$ cat src/rtl/vga_write_arbiter_pkg.sv
// Shared screen geometry, colour constants and arbiter state encoding for the
// VGA pixel-write path.
package vga_write_arbiter_pkg;

  localparam int SCREEN_W = 160;
  localparam int SCREEN_H = 120;

  localparam logic [2:0] BLACK = 3'b000;
  localparam logic [2:0] WHITE = 3'b111;

  typedef enum logic [1:0] {
    IDLE  = 2'd0,
    GRANT = 2'd1,
    CLEAR = 2'd2
  } arb_state_t;

  function automatic logic in_screen(input logic [7:0] px, input logic [6:0] py,
                                     input int w, input int h);
    return (int'(px) < w) && (int'(py) < h);
  endfunction

endpackage

$ cat src/rtl/vga_write_arbiter_rr_pick.sv
// Combinational round-robin picker: finds the first set request after ptr,
// wrapping around, and returns it both one-hot and as an index.
module rr_pick #(
  parameter int N  = 4,
  parameter int IW = $clog2(N)
) (
  input  logic [N-1:0]  req,
  input  logic [IW-1:0] ptr,
  output logic [N-1:0]  onehot,
  output logic [IW-1:0] idx,
  output logic          any
);

  always_comb begin
    // NOTE: every output gets a default before the search so no path through
    // this block can leave a value unassigned and infer a latch.
    onehot = '0;
    idx    = '0;
    any    = |req;
    // Walk from furthest to nearest so the nearest set bit after ptr wins.
    for (int k = N; k >= 1; k--) begin
      if (req[(int'(ptr) + k) % N]) begin
        idx = IW'((int'(ptr) + k) % N);
      end
    end
    onehot[idx] = any;
  end

endmodule

$ cat src/rtl/vga_write_arbiter.sv
// Shares the VGA adapter pixel-write port between sprite drawers with
// burst-locked round-robin grants, and owns the full-screen clear sweep.
module vga_write_arbiter
  import vga_write_arbiter_pkg::*;
#(
  parameter int         NUM_REQ      = 4,
  parameter int         SCREEN_W     = vga_write_arbiter_pkg::SCREEN_W,
  parameter int         SCREEN_H     = vga_write_arbiter_pkg::SCREEN_H,
  parameter int         MAX_BURST    = 16,
  parameter logic [2:0] CLEAR_COLOUR = BLACK
) (
  input  logic                 CLOCK_50,
  input  logic                 resetn,
  input  logic [NUM_REQ-1:0]   req,
  input  logic [NUM_REQ-1:0]   pix_valid,
  input  logic [NUM_REQ-1:0]   pix_last,
  input  logic [8*NUM_REQ-1:0] pix_x,
  input  logic [7*NUM_REQ-1:0] pix_y,
  input  logic [3*NUM_REQ-1:0] pix_colour,
  input  logic                 clear_req,
  output logic [NUM_REQ-1:0]   gnt,
  output logic                 clear_busy,
  output logic                 clear_done,
  output logic [7:0]           x,
  output logic [6:0]           y,
  output logic [2:0]           colour,
  output logic                 writeEn
);

  localparam int IW = $clog2(NUM_REQ);
  localparam int BW = $clog2(MAX_BURST + 1);

  arb_state_t         state;
  logic [IW-1:0]      rr_ptr;
  logic [BW-1:0]      burst_cnt;
  logic               clear_pend;

  logic [NUM_REQ-1:0] pick_onehot;
  logic [IW-1:0]      pick_idx;
  logic               pick_any;

  logic [7:0]         sel_x;
  logic [6:0]         sel_y;
  logic [2:0]         sel_colour;
  logic               accept;
  logic               in_range;
  logic               release_now;
  logic               sweep_end;

  rr_pick #(.N(NUM_REQ), .IW(IW)) u_pick (
    .req    (req),
    .ptr    (rr_ptr),
    .onehot (pick_onehot),
    .idx    (pick_idx),
    .any    (pick_any)
  );

  // rr_ptr holds the current winner while a grant is live, so it also selects
  // the granted requester's pixel lanes.
  always_comb begin
    sel_x       = pix_x[8*rr_ptr +: 8];
    sel_y       = pix_y[7*rr_ptr +: 7];
    sel_colour  = pix_colour[3*rr_ptr +: 3];
    accept      = gnt[rr_ptr] & pix_valid[rr_ptr];
    in_range    = in_screen(sel_x, sel_y, SCREEN_W, SCREEN_H);
    release_now = (accept && pix_last[rr_ptr]) || !req[rr_ptr] ||
                  (accept && (burst_cnt == BW'(MAX_BURST - 1)));
    sweep_end   = (x == 8'(SCREEN_W - 1)) && (y == 7'(SCREEN_H - 1));
  end

  // NOTE: all state updates use non-blocking assignments so every register
  // samples the pre-edge values regardless of statement order.
  always_ff @(posedge CLOCK_50 or negedge resetn) begin
    if (!resetn) begin
      state      <= IDLE;
      gnt        <= '0;
      rr_ptr     <= IW'(NUM_REQ - 1);
      burst_cnt  <= '0;
      clear_pend <= 1'b0;
      clear_busy <= 1'b0;
      clear_done <= 1'b0;
      x          <= '0;
      y          <= '0;
      colour     <= '0;
      writeEn    <= 1'b0;
    end else begin
      writeEn    <= 1'b0;
      clear_done <= 1'b0;
      case (state)
        IDLE: begin
          if (clear_req || clear_pend) begin
            // The sweep position lives directly in the x/y output registers.
            state      <= CLEAR;
            clear_pend <= 1'b0;
            clear_busy <= 1'b1;
            x          <= '0;
            y          <= '0;
            colour     <= CLEAR_COLOUR;
            writeEn    <= 1'b1;
          end else if (pick_any) begin
            state     <= GRANT;
            gnt       <= pick_onehot;
            rr_ptr    <= pick_idx;
            burst_cnt <= '0;
          end
        end

        GRANT: begin
          if (clear_req) clear_pend <= 1'b1;
          if (accept) begin
            burst_cnt <= burst_cnt + BW'(1);
            if (in_range) begin
              x       <= sel_x;
              y       <= sel_y;
              colour  <= sel_colour;
              writeEn <= 1'b1;
            end
          end
          if (release_now) begin
            state <= IDLE;
            gnt   <= '0;
          end
        end

        CLEAR: begin
          if (sweep_end) begin
            state      <= IDLE;
            clear_busy <= 1'b0;
            clear_done <= 1'b1;
          end else begin
            writeEn <= 1'b1;
            if (x == 8'(SCREEN_W - 1)) begin
              x <= '0;
              y <= y + 7'd1;
            end else begin
              x <= x + 8'd1;
            end
          end
        end

        default: begin
          state <= IDLE;
          gnt   <= '0;
        end
      endcase
    end
  end

  a_gnt_onehot: assert property (@(posedge CLOCK_50) disable iff (!resetn)
    $onehot0(gnt));
  a_gnt_vs_clear: assert property (@(posedge CLOCK_50) disable iff (!resetn)
    !((|gnt) && clear_busy));
  a_write_in_range: assert property (@(posedge CLOCK_50) disable iff (!resetn)
    writeEn |-> in_screen(x, y, SCREEN_W, SCREEN_H));

endmodule

$ cat config.mk
export PLATFORM = sky130hd
export DESIGN_NAME = vga_write_arbiter
export DESIGN_NICKNAME = d
export VERILOG_FILES = /design/src/rtl/vga_write_arbiter_pkg.sv /design/src/rtl/vga_write_arbiter_rr_pick.sv /design/src/rtl/vga_write_arbiter.sv
export SDC_FILE = /design/constraint.sdc
export NUM_CORES = 1
export LEC_CHECK = 0
export CORE_MARGIN = 4
export CORE_UTILIZATION = 45
export CTS_CLUSTER_DIAMETER = 200
export DETAILED_ROUTE_END_ITERATION = 8
export PLACE_DENSITY = 0.95
export SYNTH_ARGS = -nofsm -noshare
export SYNTH_HDL_FRONTEND = slang
export SYNTH_SLANG_ARGS = --single-unit
export TNS_END_PERCENT = 10
$ cat constraint.sdc
create_clock -name CLOCK_50 -period 4.2 [get_ports CLOCK_50]
set_input_delay 0.63 -clock CLOCK_50 [delete_from_list [all_inputs] [get_ports CLOCK_50]]
set_output_delay 0.63 -clock CLOCK_50 [all_outputs]
set_load 0.01 [all_outputs]
==> metrics.yaml, run 1 <==
final_layout:
  multiInputGateArea_um2: 1840
  regArea_um2: 878
  drive_gt1_share_pct: 9.93
  antenna_cells: 0
  syn2layout_area_growth_pct: 43.5
  num-nets-final: 497
  fillerInstances: 464
  final_util_pct: 67.4
worst_setup_path:
  worst-path-max-fanout: 14
  startpoint_type: "flip-flop"
  critPathMostFrequentCell: "o21a_1"
  path_cells: "mux4_2, o21a_1, o21a_1, or4_1, a221o_1"
  critical-path-max-stage-delay_ps: 850
  cp.required_ps: 4380
  worstSetupEndpointType: "flip-flop"
  path_class: "flip-flop to flip-flop"
  cp_data_arrival_time_ps: 3440
  crit_slowest_cell: "dfstp_2"
logic_synthesis:
  synth_ff_type: "dfrtp_1"
  synth_area_leaders: "dfrtp_1 29%, mux4_2 14%, nand2_1 4.4%"
  syn_area_per_cell_um2: 9.53
  synth_compound_area_share_pct: 19.1
  synth_fa_ha_area_share_pct: 3.54
  synth_xor_area_share_pct: 1.86
  synthMuxAreaShare_pct: 21.2
  yosysWarnings: 0
  ys_seq_elements: 35
  synth_top_area_share_pct: 29.2
  syn-cell-area_um2: 2830
  synth-simple-area-share_pct: 19.2
  synthDistinctLibCells: 55
  synth_top_family_by_area: "multiplexers"
  async_flop_share_pct: 100
  synth_top_area_cell: "dfrtp_1"
  synth_edf_count: 0
  synthCells: 297
  ys_seq_area_share_pct: 31.0
  syn_nets: 392
placed_design:
  portBuffers: 111
  gp_congestion: 0.865
  dpl_worst_slack_ps: 874
  dp.final_hpwl_um: 6990
drt:
  wl_met1_um: 3480
  vias: 3014
  wl_met3_um: 831
  drt_iter0_drc: 343
  postRouteAntennaNets: 0
  drc: 0
  wire_per_inst_um: 19.3
  wl_um: 9220
  highest_layer: "met4"
  dr_wl_met2_um: 4660
  viasPerCell: 6.31
  firstDrtPassIters: 5
timing:
  period_share_pct: 77.5
  maxSlewViolCount: 0
  period_minus_slack_ps: 3250
  hold_viol: 0
  fin_skew_ps: 5.77
  finalSetupViolCount: 0
  fin_setup_tns_ps: 0
  fmax_mhz: 307
  tightest_slew_ps: 1120
  fin_ws_ps: 947
  rsz0062_at_grt: "no"
  maxSlewHeadroom_pct: 25.5
clocking:
  root_buffer: "clkbuf_8"
  clkLatencyLatePin_ps: 300
  cts_setup_buffers: 0
  cts.clk_slew.worst_paths_ps: 70
  cts_made_buffers: 5
  cts_tree: "built"
  cts_buffer_depth: 2
  htreeDepth: 2
  cts_resized: 0
  cts_num_sinks: 35
  hold_buffers: 0
floorplanning:
  dieArea_um2: 7620
  io-pin-count: 112
  core_um2: 6030
  rows: 28
  die_w_um: 87.3
  die_height_um: 87.3
  initial_utilization_pct: 47.0
global_route:
  grt_pass1_wl_um: 14500
  grtUsageTotal_pct: 24.1
  grt_max_degree: 36
  overflow: 0
  antenna_found_initial: 0
  grt_pass1_vias: 3060
pwr:
  peakVddDrop_mv: 0.106
  power_uw: 701
  power_density_nw_per_um2: 173
  leakage_nw: 1.58
hold_path:
  hp-class: "flip-flop to flip-flop"
job:
  cap_violations: 0
outcome:
  status: "finished clean"
==> worst max-delay path: cells and delay by family (launching register included) <==
family	cells	cell delay, ps
multiplexers	1	610
AO/OA/AOI/OAI	3	970
AND/OR/NAND/NOR	1	700
flip-flops	1	850
==> cell usage in the layout, fill, tap and decap left out, types with 5 or more instances in the layout <==
cell             Yosys  final
a21oi_1              8      8
nor4_1               6      6
nor2_1              21     21
dfrtp_1             33     33
nand2_1             33     33
mux4_2              18     18
mux2i_1              6      6
o21ai_0             22     22
and3_1               6      6
ha_1                 8      8
nand3_1             10     10
and2_1               5      5
a22o_1               7      7
clkbuf_8             0      5
mux2_2               9      9
o211ai_1             6      6
inv_1                9      9
o31ai_1              9      9
clkdlybuf4s50_1      0    111
==> metal layers <==
metal | vias up | global-route usage [%]
met5 | - | 0
met4 | 0 | 7.81
met3 | 36 | 5.77
met2 | 180 | 43.2
met1 | 1447 | 28.0
li1 | 1351 | -
==> registers in the layout (all words and copies together), names as in the netlist, 2 cells and up <==
register	cells
colour	3
x	8
burst_cnt	5
rr_ptr	2
y	7
gnt	4
state	2
==> report_power, final <==
part           internal (mW)  total (mW)  switching, mW
Clock                  0.118       0.246          0.128
Sequential             0.337       0.337       0.000171
Combinational         0.0864       0.118         0.0321
Total                  0.541       0.701          0.160
==> cells in the mapped netlist (all sizes together), types with 3 or more instances <==
master,n
and3,6
nor2b,3
mux2,12
buf,8
or4,3
mux2i,6
inv,9
a22o,7
nand3,10
and2,5
o21a,4
o211ai,6
nor4,6
nor2,21
a31oi,3
dfrtp,33
ha,8
mux4,18
nand2,33
a22oi,4
nand2b,4
clkbuf,9
o31ai,9
o21ai,22
xnor2,4
a21oi,8
==> metrics by stage <==
stage          cell area, µm²  hold WS (ps)  cells
2_1_floorplan            2830           334    297
3_3_place_gp             3980           506    470
3_5_place_dp             3980           512    470
4_1_cts                  4060           538    478
5_1_grt                  4060           566    478
6_report                 4060           538    478
==> path summary, 6_finish.rpt <==
check / start / end / slack, ps / cells after the start
min in group asynchronous: resetn / x[5] / 750 / 2
max: rr_ptr[0] / y[5] / 950 / 5
min reg2reg: burst_cnt[4] / burst_cnt[4] / 540 / 1
max reg2reg: rr_ptr[0] / y[5] / 950 / 5
max in group asynchronous: resetn / rr_ptr[0] / 3090 / 2
min: burst_cnt[4] / burst_cnt[4] / 540 / 1
==> cells by family after synthesis <==
family / count (synthesis)
AND/OR/NAND/NOR: 107
AO/OA/AOI/OAI: 79
multiplexers: 36
flip-flops: 35
buffers and inverters: 26
adder cells (fa/ha/maj): 8
XOR/XNOR: 6
==> area by class of cell <==
class | count | share of cell area (%)
clock buffer | 8 | 1.97
timing repair buffer | 115 | 28.1
sequential | 35 | 21.6
tap | 75 | 2.31
inverter | 9 | 0.832
multi-input combinational | 236 | 45.2
No activity file was read; power rests on OpenSTA's default activity.
==> inputs of run 2 (changes only) <==
- CORE_UTILIZATION: 45 -> 44
- PLACE_DENSITY: 0.95 -> 0.93
- clock period: 4.2 -> 3.1 ns (I/O delays scaled with it)
==> metrics.yaml, run 2 (synthesized netlist as in run 1, its figures left out) <==
drt:
  viasPerCell: 6.35
  firstDrtPassIters: 5
  wl_um: 9250
  drt_iter0_drc: 272
  wire_per_inst_um: 19.0
  drc: 0
  vias: 3097
  postRouteAntennaNets: 0
timing:
  rsz0062_at_grt: "no"
  period_share_pct: 94.2
  fmax_mhz: 343
  period_minus_slack_ps: 2920
  hold_viol: 0
  finalSetupViolCount: 0
  fin_ws_ps: 181
  maxSlewViolCount: 0
  tightest_slew_ps: 763
  maxSlewHeadroom_pct: 48.7
  fin_skew_ps: 2.05
  fin_setup_tns_ps: 0
  whs_ps: 540
global_route:
  antenna_found_initial: 0
  met2_usage_pct: 42.2
  grt.busiest_layer: "met2"
  grt_max_degree: 36
  grt.met3_usage_pct: 5.93
  grt_pass1_wl_um: 15100
  overflow: 0
  grt_pass1_vias: 3202
  met1_usage_pct: 29.4
  grtUsageTotal_pct: 24.8
worst_setup_path:
  critical-path-max-stage-delay_ps: 740
  path_class: "flip-flop to flip-flop"
  startpoint_type: "flip-flop"
  worst-path-max-fanout: 10
  cp_data_arrival_time_ps: 3100
  worstSetupEndpointType: "flip-flop"
  cp.required_ps: 3280
  crit_slowest_cell: "dfstp_2"
  critical_path_buf_inv_count: 0
  path_cells: "mux4_2, and4_1, o21a_1, or4_1, a221o_1"
  path_delay_family: "simple AND/OR/NAND/NOR gates"
clocking:
  cts_made_buffers: 5
  clkLatencyLatePin_ps: 300
  cts_buffer_depth: 2
  root_buffer: "clkbuf_8"
  cts.clk_slew.worst_paths_ps: 70
  cts_num_sinks: 35
  cts_tree: "built"
  cts_setup_buffers: 0
  htreeDepth: 2
hold_path:
  hp-class: "flip-flop to flip-flop"
final_layout:
  syn2layout_area_growth_pct: 46.6
  antenna_cells: 0
  regMostFlops: "x"
  final_common_cell: "clkdlybuf4s50_1"
  reg_top3: "x: 8 flops, y: 7 flops, burst_cnt: 5 flops"
  final_cells: 488
  fillerInstances: 486
  drive_gt1_share_pct: 13.1
  num-nets-final: 507
  final_cell_mix: "111 x clkdlybuf4s50_1, 33 x nand2_1, 33 x dfrtp_1"
  largest_reg_flops: 8
floorplanning:
  die_w_um: 88.2
  dieArea_um2: 7780
  rows: 28
  die_height_um: 88.2
  initial_utilization_pct: 46.4
  io-pin-count: 112
  core_um2: 6100
pwr:
  peakVddDrop_mv: 0.161
  leakage_nw: 1.64
  power_uw: 946
  power_density_nw_per_um2: 228
placed_design:
  gp_congestion: 1.00
  dp.final_hpwl_um: 7200
  portBuffers: 111
  dp.cells: 480
  dpl_worst_slack_ps: 110
job:
  cap_violations: 0
outcome:
  status: "finished clean"
run 2: changes by cell type in the layout (fill, tap and decap cells not counted), sizes merged:
cell    change
buf        +10
clkinv      +3
clkbuf      -3
run 2: repair_timing:
item,4_1_cts,5_1_grt
endpoints found under the setup margin,0,4
hold buffers,0,0
hold endpoints to repair,0,0
resized for setup,0,1
run 2: final timing paths:
check,startpoint,endpoint,slack [ps],cells after the start
hold / removal,burst_cnt[4],burst_cnt[4],540,1
hold reg to reg,burst_cnt[4],burst_cnt[4],540,1
setup reg to reg,rr_ptr[0],y[5],180,5
max in group asynchronous,resetn,rr_ptr[0],2170,2
min in group asynchronous,resetn,colour[2],580,2
setup / recovery,rr_ptr[0],y[5],180,5
run 2: stage by stage:
step                util, %  instance area [µm²]
global route           68.0                 4150
CTS                    67.9                 4140
finish                 68.0                 4150
floorplan                 -                 2830
global placement       66.6                 4060
detailed placement     66.6                 4060
run 2: final cells by class:
cell class | instances | area (µm²) | area share [%]
clock buffers | 5 | 68.8 | 1.66
clock inverters | 3 | 15.0 | 0.362
inverters | 9 | 33.8 | 0.814
multi-input cells | 236 | 1840 | 44.4
flip-flops and latches | 35 | 878 | 21.2
well taps | 75 | 93.8 | 2.26
repair buffers | 125 | 1220 | 29.3
run 2: power by group:
part,internal [mW],switching (mW),total [mW]
Clock,0.154,0.173,0.327
Combinational,0.117,0.0448,0.162
Sequential,0.457,0.000276,0.457
run 2: layer usage:
metal  vias to the layer above  wire length (µm)
met5                         -                 0
met2                       223              4550
met1                      1474              3330
met4                         0               294
met3                        29              1070
li1                       1371                 -
==> inputs of run 3 (changes only) <==
- CELL_PAD_IN_SITES_DETAIL_PLACEMENT: not set -> 0
- CELL_PAD_IN_SITES_GLOBAL_PLACEMENT: not set -> 2
- CORE_UTILIZATION: 44 -> 26
- PLACE_DENSITY: 0.93 -> 0.94
- SLEW_MARGIN: not set -> 20
- clock period: 3.1 -> 2.95 ns (I/O delays scaled with it)
==> metrics.yaml, run 3 (synthesized netlist as in run 1, its figures left out) <==
final_layout:
  reg_top3: "x: 8 flops, y: 7 flops, burst_cnt: 5 flops"
  num-nets-final: 510
  drive_gt1_share_pct: 13.5
  antenna_cells: 0
  syn2layout_area_growth_pct: 50.1
  final_cell_mix: "111 x clkdlybuf4s50_1, 33 x nand2_1, 33 x dfrtp_1"
  final_common_cell: "clkdlybuf4s50_1"
  largest_reg_flops: 8
  regMostFlops: "x"
  final_util_pct: 40.6
worst_setup_path:
  cp.required_ps: 3120
  worstSetupEndpointType: "flip-flop"
  path_class: "flip-flop to flip-flop"
  crit_slowest_cell: "dfstp_4"
  critical-path-max-stage-delay_ps: 740
  cp_data_arrival_time_ps: 2930
  r2r_cells: 5
  path_cells: "mux4_2, and4_1, o21a_1, or4_4, a221o_1"
  worst-path-max-fanout: 9
  reg2reg_slack_ps: 190
  startpoint_type: "flip-flop"
timing:
  period_share_pct: 93.6
  maxSlewViolCount: 0
  finalSetupViolCount: 0
  rsz0062_at_grt: "no"
  maxSlewHeadroom_pct: 68.3
  fin_setup_tns_ps: 0
  fin_skew_ps: 3.55
  fmax_mhz: 362
  hold_viol: 0
  period_minus_slack_ps: 2760
  tightest_slew_ps: 475
drt:
  drt_iter0_drc: 120
  vias: 2864
  wire_per_inst_um: 17.5
  postRouteAntennaNets: 0
  drc: 0
  wl_um: 9650
  viasPerCell: 5.19
  firstDrtPassIters: 4
pwr:
  power.share.sequential_pct: 48.0
  leakage_nw: 1.65
  p_sw_uw: 231
  internal_power_uw: 769
  power_density_nw_per_um2: 235
  power_frac_clock_pct: 35.0
  switching_share_pct: 23.1
  peakVddDrop_mv: 0.149
  p_comb_share_pct: 17.0
clocking:
  htreeDepth: 2
  cts_buffer_depth: 2
  hold_buffers: 0
  cts_num_sinks: 35
  clkLatencyLatePin_ps: 280
  cts_setup_buffers: 0
  cts_made_buffers: 5
  cts_tree: "built"
  root_buffer: "clkbuf_8"
  cts.clk_slew.worst_paths_ps: 80
floorplanning:
  dieArea_um2: 12600
  core_um2: 10500
  rows: 37
  die_height_um: 112
  initial_utilization_pct: 27.1
  die_w_um: 112
  io-pin-count: 112
global_route:
  grt_pass1_wl_um: 15700
  grt_pass1_vias: 3024
  grt_max_degree: 36
  grtUsageTotal_pct: 14.9
  overflow: 0
  antenna_found_initial: 0
job:
  cap_violations: 0
placed_design:
  portBuffers: 111
  gp_congestion: 0.836
  dp.final_hpwl_um: 7500
hold_path:
  worstHoldPathCells: 1
  hp-class: "flip-flop to flip-flop"
outcome:
  status: "finished clean"
run 3: worst paths after layout:
path	end	from
min in group asynchronous	x[6]	resetn
min	burst_cnt[4]	burst_cnt[4]
max	y[5]	rr_ptr[0]
max in group asynchronous	rr_ptr[1]	resetn
max reg2reg	y[5]	rr_ptr[0]
min reg2reg	burst_cnt[4]	burst_cnt[4]
run 3: power groups by stage:
| stage | clock network (mW) | logic (mW) | registers (mW) |
|---|---|---|---|
| 2_1_floorplan | 0 | 0.0325 | 0.490 |
| 3_3_place_gp | 0 | 0.169 | 0.489 |
| 3_5_place_dp | 0 | 0.171 | 0.489 |
| 4_1_cts | 0.359 | 0.172 | 0.480 |
| 5_1_grt | 0.377 | 0.184 | 0.480 |
| 6_report | 0.351 | 0.170 | 0.480 |
run 3: final cells by class:
type,count,area (µm²)
fillers,1072,6210
multi-input cells,236,1840
repair buffers,128,1240
flip-flops and latches,35,882
well taps,136,170
clock buffers,6,72.6
inverters,9,33.8
clock inverters,2,12.5
run 3: routing by layer:
layer | part of all wire [%] | vias to the layer above | track usage (%)
met4 | 0.37 | 0 | 2.24
met1 | 46 | 1357 | 20.2
met2 | 46 | 129 | 24.7
met5 | 0 | - | 0
met3 | 7.7 | 4 | 3.72
li1 | - | 1374 | -
run 3: repair_timing:
action | in CTS | in global routing
pin swaps | 0 | 0
gates cloned | 0 | 0
gates resized for setup | 1 | 1
endpoints found under the setup margin | 1 | 1
run 3: worst max-delay path: cells and delay by family, from the launching register on:
kind,cells,cell delay (ps)
DFF,1,740
muxes,1,540
and+or+nand+nor,2,790
AOI/OAI and AO/OA,2,580
run 3: metrics by stage:
step / hold WS (ps) / area, µm² / total power [mW] / setup slack (ps) / std cells
floorplan: 147 / 2830 / 0.522 / 228 / 297
global placement: 502 / 4160 / 0.658 / 45.0 / 544
detailed placement: 515 / 4160 / 0.660 / 12.8 / 544
CTS: 537 / 4250 / 1.01 / 50.1 / 552
global route: 562 / 4250 / 1.04 / 103 / 552
finish: 536 / 4250 / 1.00 / 189 / 552
